<file path="config.mk">
export PLATFORM = sky130hd
export DESIGN_NAME = color_decoder_flat
export DESIGN_NICKNAME = d
export VERILOG_FILES = /design/src/rtl/color_pkg.sv /design/src/rtl/color_decoder_if.sv /design/src/rtl/color_decoder_sat_counter.sv /design/src/rtl/color_decoder.sv /design/src/flat_wrapper.sv
export SDC_FILE = /design/constraint.sdc
export NUM_CORES = 1
export LEC_CHECK = 0
export ABC_AREA = 1
export CAP_MARGIN = 0
export CORE_UTILIZATION = 25
export DETAILED_ROUTE_END_ITERATION = 16
export GPL_ROUTABILITY_DRIVEN = 0
export PLACE_DENSITY = 0.52
export SETUP_SLACK_MARGIN = 0.15
export SYNTH_ARGS = -nofsm -noshare
export SYNTH_HDL_FRONTEND = slang
export SYNTH_HIERARCHICAL = 1
export SYNTH_SLANG_ARGS = --single-unit
</file>
<file path="constraint.sdc">
create_clock -name clk -period 3.7 [get_ports clk]
set_input_delay 0.555 -clock clk [delete_from_list [all_inputs] [get_ports clk]]
set_output_delay 0.555 -clock clk [all_outputs]
set_load 0.01 [all_outputs]
</file>
<file path="src/rtl/color_pkg.sv">
// +--------------------------------------------------------------------+
// | color_pkg: state enums and code constants shared by Color FSM/decoder |
// | Rev 1.0                                                              |
// +--------------------------------------------------------------------+
`default_nettype none

package color_pkg;

  typedef enum logic {
    BLUE = 1'h0,
    RED  = 1'h1
  } Color_state;

  localparam logic [1:0] CODE_NONE    = 2'h0;
  localparam logic [1:0] CODE_TO_BLUE = 2'h1;
  localparam logic [1:0] CODE_RED     = 2'h2;
  localparam logic [1:0] CODE_ILLEGAL = 2'h3;

  typedef enum logic [1:0] {
    DEC_RED  = 2'd0,
    DEC_BLUE = 2'd1,
    DEC_ERR  = 2'd2
  } dec_state_e;

endpackage

`default_nettype wire

</file>
<file path="src/rtl/color_decoder_if.sv">
// +--------------------------------------------------------------------+
// | color_decoder_if: code input stream and recovered-input output port  |
// | Rev 1.0                                                              |
// +--------------------------------------------------------------------+
`default_nettype none

interface color_decoder_if;
  logic [1:0] code;
  logic       code_valid;
  logic       code_ready;
  logic [1:0] rec_in;
  logic       rec_valid;
  logic       rec_ready;

  modport master (
    output code, code_valid, rec_ready,
    input  code_ready, rec_in, rec_valid
  );

  modport slave (
    input  code, code_valid, rec_ready,
    output code_ready, rec_in, rec_valid
  );
endinterface

`default_nettype wire

</file>
<file path="src/rtl/color_decoder_sat_counter.sv">
// +--------------------------------------------------------------------+
// | sat_counter: up-counter that holds at all-ones instead of wrapping   |
// | Rev 1.0                                                              |
// +--------------------------------------------------------------------+
`default_nettype none

module sat_counter #(
  parameter int WIDTH = 8
) (
  input  wire logic             clk,
  input  wire logic             rst,
  input  wire logic             inc,
  output logic [WIDTH-1:0]      count
);

  logic [WIDTH-1:0] count_q;
  logic [WIDTH-1:0] count_d;

  always_comb begin
    count_d = count_q;
    if (inc && (count_q != {WIDTH{1'b1}})) begin
      count_d = count_q + WIDTH'(1);
    end
  end

  always_ff @(posedge clk) begin
    if (rst) begin
      count_q <= '0;
    end else begin
      count_q <= count_d;
    end
  end

  assign count = count_q;

endmodule

`default_nettype wire

</file>
<file path="src/rtl/color_decoder.sv">
// +--------------------------------------------------------------------+
// | color_decoder: tracks the Color FSM from its output codes, recovers  |
// | inputs, flags illegal codes. Rev 1.0                                 |
// +--------------------------------------------------------------------+
`default_nettype none

module color_decoder
  import color_pkg::*;
#(
  parameter int CNT_WIDTH = 8
) (
  input  wire logic                 clk,
  input  wire logic                 rst,
  input  wire logic                 clear,
  color_decoder_if.slave            bus,
  output logic                      cur_state,
  output logic                      error,
  output logic [1:0]                err_code,
  output logic [CNT_WIDTH-1:0]      toggle_count
);

  dec_state_e state_q, state_d;
  Color_state cur_state_q, cur_state_d;
  logic       error_q, error_d;
  logic [1:0] err_code_q, err_code_d;
  logic [1:0] rec_in_q, rec_in_d;
  logic       rec_valid_q, rec_valid_d;

  logic       code_ready;
  logic       accept;
  logic       pop;
  logic       push;
  logic [1:0] push_val;
  logic       toggle;

  assign code_ready = (!rec_valid_q || bus.rec_ready) && (state_q != DEC_ERR) && !clear;
  assign accept     = bus.code_valid && code_ready;
  assign pop        = rec_valid_q && bus.rec_ready;

  always_comb begin
    state_d     = state_q;
    cur_state_d = cur_state_q;
    error_d     = error_q;
    err_code_d  = err_code_q;
    push        = 1'b0;
    push_val    = 2'd0;
    toggle      = 1'b0;

    if (clear) begin
      state_d     = DEC_RED;
      cur_state_d = RED;
      error_d     = 1'b0;
      err_code_d  = CODE_NONE;
    end else if (accept) begin
      case (state_q)
        DEC_RED: begin
          case (bus.code)
            CODE_TO_BLUE: begin
              state_d     = DEC_BLUE;
              cur_state_d = BLUE;
              push        = 1'b1;
              push_val    = 2'd1;
              toggle      = 1'b1;
            end
            CODE_RED: begin
              push     = 1'b1;
              push_val = 2'd0;
            end
            CODE_ILLEGAL: begin
              state_d    = DEC_ERR;
              error_d    = 1'b1;
              err_code_d = bus.code;
            end
            default: ;
          endcase
        end
        DEC_BLUE: begin
          case (bus.code)
            CODE_RED: begin
              state_d     = DEC_RED;
              cur_state_d = RED;
              push        = 1'b1;
              push_val    = 2'd1;
              toggle      = 1'b1;
            end
            CODE_NONE: ;
            default: begin
              state_d    = DEC_ERR;
              error_d    = 1'b1;
              err_code_d = bus.code;
            end
          endcase
        end
        default: ;
      endcase
    end
  end

  // A push wins over a same-cycle pop so the register reloads without a bubble.
  always_comb begin
    rec_valid_d = rec_valid_q;
    rec_in_d    = rec_in_q;
    if (push) begin
      rec_valid_d = 1'b1;
      rec_in_d    = push_val;
    end else if (pop) begin
      rec_valid_d = 1'b0;
    end
  end

  always_ff @(posedge clk) begin
    if (rst) begin
      state_q     <= DEC_RED;
      cur_state_q <= RED;
      error_q     <= 1'b0;
      err_code_q  <= CODE_NONE;
      rec_in_q    <= 2'd0;
      rec_valid_q <= 1'b0;
    end else begin
      state_q     <= state_d;
      cur_state_q <= cur_state_d;
      error_q     <= error_d;
      err_code_q  <= err_code_d;
      rec_in_q    <= rec_in_d;
      rec_valid_q <= rec_valid_d;
    end
  end

  sat_counter #(
    .WIDTH (CNT_WIDTH)
  ) u_toggle_cnt (
    .clk   (clk),
    .rst   (rst),
    .inc   (toggle),
    .count (toggle_count)
  );

  assign bus.code_ready = code_ready;
  assign bus.rec_in     = rec_in_q;
  assign bus.rec_valid  = rec_valid_q;
  assign cur_state      = cur_state_q;
  assign error          = error_q;
  assign err_code       = err_code_q;

endmodule

`default_nettype wire

</file>
<file path="src/flat_wrapper.sv">
// flat-port wrapper written by rule: the top's interface ports become plain ports
module color_decoder_flat import color_pkg::*;
#(
  parameter int CNT_WIDTH = 8
)
  (clk, rst, clear, cur_state, error, err_code, toggle_count, bus_code, bus_code_valid, bus_rec_ready, bus_code_ready, bus_rec_in, bus_rec_valid);
  color_decoder_if bus_i ();
  input  wire logic clk;
  input  wire logic rst;
  input  wire logic clear;
  output logic cur_state;
  output logic error;
  output logic [1:0] err_code;
  output logic [CNT_WIDTH-1:0] toggle_count;
  input wire logic [$bits(bus_i.code)-1:0] bus_code;
  input wire logic [$bits(bus_i.code_valid)-1:0] bus_code_valid;
  input wire logic [$bits(bus_i.rec_ready)-1:0] bus_rec_ready;
  output wire logic [$bits(bus_i.code_ready)-1:0] bus_code_ready;
  output wire logic [$bits(bus_i.rec_in)-1:0] bus_rec_in;
  output wire logic [$bits(bus_i.rec_valid)-1:0] bus_rec_valid;
  assign bus_i.code = bus_code;
  assign bus_i.code_valid = bus_code_valid;
  assign bus_i.rec_ready = bus_rec_ready;
  assign bus_code_ready = bus_i.code_ready;
  assign bus_rec_in = bus_i.rec_in;
  assign bus_rec_valid = bus_i.rec_valid;
  color_decoder #(.CNT_WIDTH(CNT_WIDTH)) u_core (.clk(clk), .rst(rst), .clear(clear), .bus(bus_i), .cur_state(cur_state), .error(error), .err_code(err_code), .toggle_count(toggle_count));
endmodule
</file>
# == After elaboration in Yosys (flattened, before gate mapping) ==
# Index checks and enable logic that the tools add are counted.
# classes
n_addsub,1
eq_ne,12
muxes,28
reduce_logical,18
# op_table
op,n
$pmux W2 S2,5
$mux W1,15
$reduce_and A4 Y1,3
$add A8 B1 Y8 const B,1
$mux W2,4
$ne A2 B2 Y1 const B,4
$ne A8 B8 Y1 const B,1
$pmux W1 S2,4
$reduce_or A2 Y1,3
$logic_and A1 B1 Y1,5
$eq A2 B1 Y1 const B,2
$eq A2 B2 Y1 const B,2
$logic_not A2 Y1,2
$ne A2 B1 Y1 const B,2
$reduce_bool A2 Y1,2
$ne A3 B2 Y1 const B,1
$logic_not A1 Y1,2
$logic_or A1 B1 Y1,1
# totals
regBits,17
inputBits,7
output_inout_bits,16

# == Depth between registers and ports, before layout ==
# Gate-level depths: netlist of run 1.
# logic_depth
depth_word,8
ltp_mapped,12
mapped_depth_nobuf,12

# == Cells and area by module ==
# Netlist of run 1, hierarchy kept.
# modules_own_cells
mod,instances,cells_per_inst,area_each_um2
color_decoder,1,85,535.5
sat_counter,1,77,484.2

# == Worst setup path after synthesis of run 1 ==
# No wires, ideal clock.
# synth_path
path_kind,input to register
from,input bus_code[1]
to,register u_core.u_toggle_cnt.count_q[3] (netlist: u_core/u_toggle_cnt/count[3])
setup_time_ns,0.115
arrival_time_ns,1.729
required_time_ns,3.585
path_slack_ns,1.856
path_stages,12
n_path_buf,1
path_cell_list,inv_1 > ha_1 > inv_1 > o21ai_0 > inv_1 > nor2_2 > buf_4 > inv_2 > nor2_1 > nand3_1 > nand2_1 > nor2_1
# synth_via
elab_chain_cells,6
elab_cells_between_ends,8
# synth_lines
item,line_no,rtl
"start, declared",flat_wrapper.sv:15,input wire logic [$bits(bus_i.code)-1:0] bus_code;
$eq A2 B2 Y1 or $eq A2 B1 Y1 (tied branches),"color_decoder.sv:78, color_decoder.sv:57",
$mux W1 (on tied branches),"color_decoder.sv:78, color_decoder.sv:57",
$pmux W1 S2 (*),color_decoder.sv:55,case (state_q)
$mux W1 (*),color_decoder.sv:54,end else if (accept) begin
$mux W1 (*),color_decoder.sv:49,if (clear) begin
via u_core.toggle,color_decoder.sv:34,logic toggle;
$logic_and A1 B1 Y1 (*),color_decoder_sat_counter.sv:21,if (inc && (count_q != {WIDTH{1'b1}})) begin
"end signal, assigned",color_decoder_sat_counter.sv:30,count_q <= count_d;
"end, declared",color_decoder_sat_counter.sv:16,logic [WIDTH-1:0] count_q;
# Mark *: on every way through the listed nets, which the timed path passes. The rest lies on a longest branch.
# A chain may end at the register's enable or synchronous reset.

# == Worst setup path after layout of run 1 ==
# layout_path
from,input bus_rec_ready
to,output bus_code_ready
# layout_via
elab_chain_cells,3
# layout_lines
item,line_no,rtl
"start, declared",flat_wrapper.sv:17,input wire logic [$bits(bus_i.rec_ready)-1:0] bus_rec_ready;
$logic_or A1 B1 Y1,color_decoder.sv:36,assign code_ready = (!rec_valid_q || bus.rec_ready) && (state_q != DEC_ERR) && !clear;
$logic_and A1 B1 Y1 (2 in series),color_decoder.sv:36,
"end, declared",flat_wrapper.sv:18,output wire logic [$bits(bus_i.code_ready)-1:0] bus_code_ready;
# No other way between the ends.

==> impl_metrics.yaml, run 1 <==
timing:
  fmax_mhz: 411
  fin_skew_ns: 0.00454
  holdWs_ns: 0.489
  tns_ns: 0
  finalCriticalPeriod_ns: 2.44
  fin_crit_sh: 0.658
  grt_setup_unrepaired: "false"
  setup_viol: 0
  relSlewSlack: 0.643
  slew_violations: 0
  tightest_slew_ns: 0.535
  finalHoldViolations: 0
critical_path:
  crit_end: "bus_code_ready"
  regToRegSetupSlack_ns: 1.81
  startpoint_type: "input port"
  path_max_fanout: 3
  worstPathArrival_ns: 1.88
  r2r_end: "u_core/u_toggle_cnt/count[4]$_SDFFE_PP0P_"
  rr_startpoint: "u_core/state_q[1]$_SDFFE_PP0P_"
  worst-setup-path-type: "in2out"
  cp.required_ns: 3.14
  worstSetupEndpointType: "output port"
  worstSetupStartpoint: "bus_rec_ready"
  reg2reg_depth: 10
synth:
  netlist_instances: 162
  synth_top_area_frac: 0.314
  avgSynthCellArea_um2: 6.29
  syn_nets: 174
  yosysWarnings: 6
  synth_seq_area_share: 0.314
  synth_cell_types: 19
  synth-seq-cells: 16
  syn-cell-area_um2: 1020
  yosys.area.top_type: "dfxtp_1"
  synthTopCellsByArea: "dfxtp_1 (31%), nand2_1 (14%), nor2_1 (11%)"
cts:
  htree_levels: 1
  cts_setup_buffers: 0
  cts_buffers: 3
  clkTransAtPathRegs_ns: 0.06
  cts_max_path_buffers: 2
  post_cts_resized: 0
  root_buffer: "clkbuf_8"
  clk_latency_ns: 0.24
  hold_buffers: 0
  cts_tree: "built"
  cts_sinks: 16
pwr:
  powerDensity_nw_per_um2: 276
  internal-power_uw: 272
  ir_drop_uv: 110
  p_leak_uw: 0.000587
  p_total_uw: 360
  power.share.clock: 0.354
  power_frac_seq: 0.496
  comb_power_share: 0.150
  power.switching_uw: 88.2
  swShare: 0.245
routing:
  drc: 0
  drt_first_pass_iters: 4
  vias: 960
  final_antenna_net_count: 0
  wl_per_cell_um: 9.01
  first_iter_violations: 64
  routed_via_density: 4.16
  wl_mm: 2.08
global_route:
  grt_pass1_vias: 844
  grt_max_degree: 14
  grt_pass1_wl_mm: 3.68
  grt_usage: 0.109
  overflow: 0
  antenna_found_initial: 0
placement:
  dp_hpwl_mm: 1.60
  port_buffers: 21
  dp.cells: 228
status:
  status: "complete, no violations"
worst_hold_path:
  min_path_type: "reg2reg"
layout:
  final_cells: 231
  n_antenna_cell: 0
  fillCellCount: 428
  syn_to_final_growth_pct: 28.0
  layout-drive-gt1-share: 0.120
  mostFrequentLayoutCell: "nand2_1"
  final_nets: 197
  most-common-layout-cells: "nand2_1 (38), nor2_1 (30), inv_1 (23), clkdlybuf4s50_1 (21), dfxtp_1 (16)"
job:
  drv_cap: 0
die:
  dieHeight_um: 65.9
  rows: 22
  dieArea_um2: 4340
  io-pin-count: 23
  core-area_um2: 3800
  die_x_um: 65.9
  initial_core_util: 0.268
## routing by layer
layer  part of all wire  up-vias  track usage
li1                   -      537            -
met1               0.55      404        0.149
met2               0.40       19        0.161
met3              0.045        0       0.0224
met4                  0        0       0.0489
met5                  0        -            0
## power groups by stage
stage | clock network, uW | logic [uW] | registers, uW
5_1_grt | 143 | 61.5 | 179
3_5_place_dp | 0 | 54.0 | 182
6_report | 127 | 53.9 | 179
4_1_cts | 134 | 54.3 | 179
2_1_floorplan | 0 | 33.1 | 183
3_3_place_gp | 0 | 54.5 | 182
## registers in the layout, summed over array words and instances (netlist names)
register                   flops
u_core/err_code                2
u_core/cur_state               1
u_core/u_toggle_cnt/count      8
u_core/error                   1
u_core/bus.rec_valid           1
u_core/bus.rec_in              1
u_core/state_q                 2
## worst max-delay path, stage by stage
cell and delay (ns):
clkdlybuf4s50_1 0.45, inv_1 0.03, nand2_1 0.09, nand2_1 0.09, nor2_4 0.11, clkdlybuf4s50_1 0.55
## synth_stat cells
cell type	instances
conb_1	1
ha_1	5
nand4_1	3
o21ai_1	2
nor2_4	2
a21oi_1	7
nand2_1	38
o21ai_0	2
nor2_1	30
nand3b_2	1
inv_1	23
nand3_1	13
dfxtp_1	16
buf_4	2
nor2_2	5
inv_2	6
buf_6	1
nand3_2	2
nand2_2	3
## per-stage QoR
step | instance area [um2] | utilization | worst slack (ns)
after floorplan | 1020 | - | 1.86
after global placement | 1260 | 0.333 | 1.10
after detailed placement | 1260 | 0.333 | 1.06
after CTS | 1310 | 0.344 | 1.26
after global routing | 1310 | 0.344 | 1.02
final | 1310 | 0.344 | 1.26
## cell families after synthesis
family / count (synthesis) / share of synthesized area
other: 1 / 0.00368
buffers and inverters: 32 / 0.133
AND/OR/NAND/NOR: 97 / 0.434
flip-flops: 16 / 0.314
AO/OA/AOI/OAI: 11 / 0.0540
adder cells (fa/ha/maj): 5 / 0.0613
## worst min path at each step
stage,startpoint,to,slack [ns],cells after the start
after floorplan,u_core/u_toggle_cnt/count[6]$_SDFFE_PP0P_,u_core/u_toggle_cnt/count[6]$_SDFFE_PP0P_,0.49,2
after global placement,u_core/error$_SDFFE_PP0P_,u_core/error$_SDFFE_PP0P_,0.48,2
after detailed placement,u_core/error$_SDFFE_PP0P_,u_core/error$_SDFFE_PP0P_,0.46,2
after CTS,u_core/error$_SDFFE_PP0P_,u_core/error$_SDFFE_PP0P_,0.49,2
after global routing,u_core/err_code[1]$_SDFFE_PP0P_,u_core/err_code[1]$_SDFFE_PP0P_,0.51,2
final,u_core/u_toggle_cnt/count[6]$_SDFFE_PP0P_,u_core/u_toggle_cnt/count[6]$_SDFFE_PP0P_,0.49,2
## cell type report
class	instances	area (um2)	share of cell area
Clock buffer	3	41.3	0.0316
Inverter	29	109	0.0834
Multi-Input combinational cell	114	564	0.432
Sequential cell	16	320	0.245
Tap cell	48	60.1	0.0460
Timing Repair Buffer	21	210	0.161
No activity file was read; power rests on OpenSTA's default activity.
==> inputs of run 2 (changes only) <==
Clock period 3.7 ns to 2.6 ns, I/O delays scaled along.
==> run 2 against run 1 <==
Against the previous run:
- die area is the same
- worst setup slack lost 0.77 ns
- largest power group unchanged
- clock-buffer cell count is the same
- worst hold slack lost 0.013 ns
==> impl_metrics.yaml, run 2 (synthesis gave the netlist of run 1 again) <==
timing:
  tns_ns: 0
  slew_violations: 0
  grt_setup_unrepaired: "false"
  fin_crit_sh: 0.810
  fin_skew_ns: 0.00275
  finalHoldViolations: 0
  setup_viol: 0
  holdWs_ns: 0.476
  finalWorstSetupSlack_ns: 0.495
  finalCriticalPeriod_ns: 2.11
  fmax_mhz: 475
routing:
  final_antenna_net_count: 0
  first_iter_violations: 38
  wl_mm: 2.11
  drt_first_pass_iters: 4
  drc: 0
  vias: 981
  wl_per_cell_um: 9.10
  routed_via_density: 4.23
die:
  io-pin-count: 23
  dieArea_um2: 4340
  initial_core_util: 0.268
  dieHeight_um: 65.9
  die_x_um: 65.9
  core-area_um2: 3800
  rows: 22
layout:
  mostFrequentLayoutCell: "nand2_1"
  layout-drive-gt1-share: 0.125
  largest_register_ffs: 8
  n_antenna_cell: 0
  most-common-layout-cells: "nand2_1 (38), nor2_1 (30), inv_1 (23), clkdlybuf4s50_1 (21), dfxtp_1 (16)"
  fillCellCount: 433
  final_nets: 198
  syn_to_final_growth_pct: 28.7
cts:
  htree_levels: 1
  clk_latency_ns: 0.24
  cts_sinks: 16
  cts_setup_buffers: 0
  cts_max_path_buffers: 2
  clkTransAtPathRegs_ns: 0.06
  cts_buffers: 3
  root_buffer: "clkbuf_8"
  post_cts_resized: 0
  cts_tree: "built"
  hold_buffers: 0
global_route:
  grt_max_degree: 14
  met2_usage: 0.158
  overflow: 0
  grt_pass1_vias: 858
  use_met1: 0.157
  antenna_found_initial: 0
  grt_pass1_wl_mm: 3.75
  grt_usage: 0.112
  gr-max-usage-layer: "met2"
  met3_usage: 0.0310
critical_path:
  path_cells: "clkdlybuf4s50_1 -> inv_1 -> nand2_1 -> nand2_1 -> nor2_4 -> clkdlybuf4s50_1"
  cp_num_buf_inv: 3
  path_max_fanout: 3
  startpoint_type: "input port"
  worstPathArrival_ns: 1.72
  cp.depth: 6
  worstSetupEndpointType: "output port"
  regToRegSetupSlack_ns: 0.87
  cp.required_ns: 2.21
  worst-setup-path-type: "in2out"
  reg2reg_depth: 11
  max_stage_delay_ns: 0.54
  rr_startpoint: "u_core/state_q[1]$_SDFFE_PP0P_"
  r2r_end: "u_core/u_toggle_cnt/count[4]$_SDFFE_PP0P_"
  crit_slowest_cell: "clkdlybuf4s50_1"
  critPathTopFamily: "buffers and inverters"
pwr:
  power.switching_uw: 124
  internal-power_uw: 387
  power_frac_seq: 0.496
  power.share.clock: 0.352
  ir_drop_uv: 250
  p_total_uw: 512
  powerDensity_nw_per_um2: 390
  comb_power_share: 0.152
  swShare: 0.243
  p_leak_uw: 0.000592
job:
  drv_cap: 0
worst_hold_path:
  holdPathStages: 2
  hp-start: "u_core/error$_SDFFE_PP0P_"
  holdPathEnd: "u_core/error$_SDFFE_PP0P_"
  min_path_type: "reg2reg"
placement:
  dp_hpwl_mm: 1.68
  port_buffers: 21
  pre_cts_ws_ns: 0.268
status:
  status: "complete, no violations"
## run 2: metal layers
| metal | up-vias | part of all wire |
|---|---|---|
| met5 | - | 0 |
| met4 | 0 | 0 |
| met3 | 0 | 0.044 |
| met2 | 22 | 0.43 |
| met1 | 421 | 0.53 |
| li1 | 538 | - |
## run 2: area by class of cell
type	count	area, um2	area share
clock buffers	3	41.3	0.0315
inverters	29	109	0.0829
multi-input cells	114	564	0.430
flip-flops and latches	16	320	0.244
well taps	48	60.1	0.0458
repair buffers	22	218	0.166
## run 2: worst max path at each step
stage | from | slack [ns] | to
2_1_floorplan | bus_code[1] | 0.92 | u_core/u_toggle_cnt/count[3]$_SDFFE_PP0P_
5_1_grt | bus_code[1] | 0.31 | u_core/u_toggle_cnt/count[3]$_SDFFE_PP0P_
3_5_place_dp | bus_code[1] | 0.27 | u_core/u_toggle_cnt/count[4]$_SDFFE_PP0P_
4_1_cts | bus_rec_ready | 0.49 | bus_code_ready
6_report | bus_rec_ready | 0.49 | bus_code_ready
3_3_place_gp | bus_code[1] | 0.35 | u_core/u_toggle_cnt/count[4]$_SDFFE_PP0P_
## run 2: worst reg2reg max path: stages, from the launching register on
cell and delay (ns):
dfxtp_1 0.34, inv_2 0.15, nand2_1 0.09, o21ai_0 0.26
inv_1 0.11, nor2_2 0.11, buf_4 0.19, nand2_1 0.07
nor2_1 0.13, nand3_1 0.09, nand2_1 0.07, nor2_1 0.04
## run 2: per-stage QoR
step / std cells / instance area [um2] / utilization
floorplan: 162 / 1020 / -
global placement: 229 / 1270 / 0.335
detailed placement: 229 / 1270 / 0.335
CTS: 232 / 1310 / 0.346
global route: 232 / 1310 / 0.346
finish: 232 / 1310 / 0.346
## run 2: power groups by stage
stage | combinational, uW | clock (uW) | sequential (uW)
floorplan | 47.1 | 0 | 261
global placement | 78.4 | 0 | 260
detailed placement | 77.8 | 0 | 259
CTS | 78.1 | 189 | 254
global route | 89.0 | 199 | 255
finish | 77.6 | 180 | 254
==> inputs of run 3 (changes only) <==
Settings changed: PLACE_DENSITY 0.52 to 0.54.
Clock period 2.6 ns to 1.75 ns, I/O delays scaled along.
==> run 3 against run 2 <==
Against the previous run:
- first-iteration DRC count is 7.9% lower
- clock skew is 0.0043 ns higher
- sequential power increased by 49%
- final area grew 12%
- global-route usage is 0.73 points higher
- clock-buffer cell count unchanged
- clock power increased by 57%
- utilization rose by 4.1 points
- worst setup slack lost 0.25 ns
- final cell count increased by 6.5%
- combinational power is 78% higher
- critical path type is now reg2out
- critical endpoint is now toggle_count[2]
- largest cell class unchanged
==> impl_metrics.yaml, run 3 (synthesis gave the netlist of run 1 again) <==
status:
  status: "complete, no violations"
layout:
  mostFrequentLayoutCell: "nand2_1"
  layout-drive-gt1-share: 0.281
  final_nets: 213
  final_cell_area_um2: 1470
  fillCellCount: 413
  regArea_um2: 323
  most-common-layout-cells: "nand2_1 (33), nor2_1 (28), inv_1 (18), clkdlybuf4s50_1 (17)"
  n_antenna_cell: 0
  final_cells: 247
  syn_to_final_growth_pct: 43.8
  multi_input_area_um2: 601
  largest_register_ffs: 8
global_route:
  grt_max_degree: 12
  overflow: 0
  grt_pass1_vias: 939
  antenna_found_initial: 0
  grt_usage: 0.119
  grt_pass1_wl_mm: 3.95
cts:
  htree_levels: 1
  cts_buffers: 3
  root_buffer: "clkbuf_8"
  hold_buffers: 0
  cts_tree: "built"
  clkTransAtPathRegs_ns: 0.07
  cts_max_path_buffers: 2
  clk_latency_ns: 0.25
  cts_sinks: 16
critical_path:
  max_stage_delay_ns: 0.57
  cp.depth: 1
  crit_slowest_cell: "clkdlybuf4s50_1"
  cp_num_buf_inv: 1
  worst-setup-path-type: "reg2out"
  path_max_fanout: 6
  reg2reg_depth: 11
  worstPathArrival_ns: 1.24
  regToRegSetupSlack_ns: 0.29
  worstSetupEndpointType: "output port"
  cp.required_ns: 1.49
  path_cells: "clkdlybuf4s50_1"
  critPathTopFamily: "buffers and inverters"
  startpoint_type: "flip-flop"
placement:
  dp_hpwl_mm: 1.70
  port_buffers: 21
  postPlaceCellArea_um2: 1350
  dp.cells: 240
routing:
  drt_first_pass_iters: 4
  first_iter_violations: 35
  vias: 1019
  drc: 0
  wl_per_cell_um: 9.23
  routed_via_density: 4.13
  final_antenna_net_count: 0
  wl_mm: 2.28
die:
  rows: 22
  core-area_um2: 3800
  dieHeight_um: 65.9
  die_x_um: 65.9
  initial_core_util: 0.268
  dieArea_um2: 4340
  io-pin-count: 23
timing:
  setup_viol: 0
  fmax_mhz: 664
  fin_skew_ns: 0.00702
  slew_violations: 0
  finalHoldViolations: 0
  holdWs_ns: 0.485
  finalCriticalPeriod_ns: 1.51
  fin_crit_sh: 0.861
  grt_setup_unrepaired: "true"
pwr:
  powerDensity_nw_per_um2: 545
  swShare: 0.261
  comb_power_share: 0.173
  power.switching_uw: 209
  power.share.clock: 0.354
  ir_drop_uv: 208
  p_total_uw: 799
  power_frac_seq: 0.473
  p_leak_uw: 0.000673
  internal-power_uw: 591
job:
  drv_cap: 0
worst_hold_path:
  holdPathStages: 2
  min_path_type: "reg2reg"
-- run 3: changes by cell type in the layout (fill, tap and decap cells not counted), sizes merged --
| cell | change |
|---|---|
| dlygate4sd2 | +3 |
| clkdlybuf4s50 | -4 |
| dlymetal6s2s | +1 |
| buf | +15 |
-- run 3: layout make-up --
class / instances / share of cell area
sequential: 16 / 0.220
timing repair buffer: 37 / 0.225
multi-input combinational: 114 / 0.410
inverter: 29 / 0.0759
clock buffer: 3 / 0.0282
tap: 48 / 0.0410
-- run 3: worst min-delay path: stages (launching register included) --
cell	delay (ns)
dfxtp_1	0.31
o21ai_0	0.07
nand3_1	0.06
-- run 3: through the flow --
| stage | utilization | TNS [ns] | worst slack [ns] |
|---|---|---|---|
| 2_1_floorplan | - | 0 | 0.198 |
| 3_3_place_gp | 0.356 | -2.86 | -0.300 |
| 3_5_place_dp | 0.356 | -3.28 | -0.365 |
| 4_1_cts | 0.371 | 0 | 0.160 |
| 5_1_grt | 0.386 | 0 | 0.133 |
| 6_report | 0.386 | 0 | 0.243 |
-- run 3: timing repair --
action / 4_1_cts / 5_1_grt
buffers inserted: 0 / 3
gates cloned: 1 / 0
endpoints found under the setup margin: 12 / 9
pin swaps: 1 / 5
gates resized for setup: 9 / 17
-- run 3: final timing paths --
path,start,end
worst max-delay path,u_core/u_toggle_cnt/count[2]$_SDFFE_PP0P_,toggle_count[2]
worst min-delay path,u_core/cur_state$_SDFFE_PP1P_,u_core/cur_state$_SDFFE_PP1P_
worst max register to register,u_core/state_q[0]$_SDFFE_PP0P_,u_core/u_toggle_cnt/count[4]$_SDFFE_PP0P_
worst min register to register,u_core/cur_state$_SDFFE_PP1P_,u_core/cur_state$_SDFFE_PP1P_
-- run 3: per-layer routing --
metal	vias up	global-route usage	wire, um
li1	566	-	-
met1	432	0.160	1190
met2	21	0.179	980
met3	0	0.0276	113
met4	0	0.0543	0
met5	-	0	0
-- run 3: power groups by stage --
stage	clock, uW	combinational (uW)	sequential, uW
finish	283	138	378
global route	317	157	379
floorplan	0	70.0	387
detailed placement	0	131	386
global placement	0	131	385
CTS	292	132	377
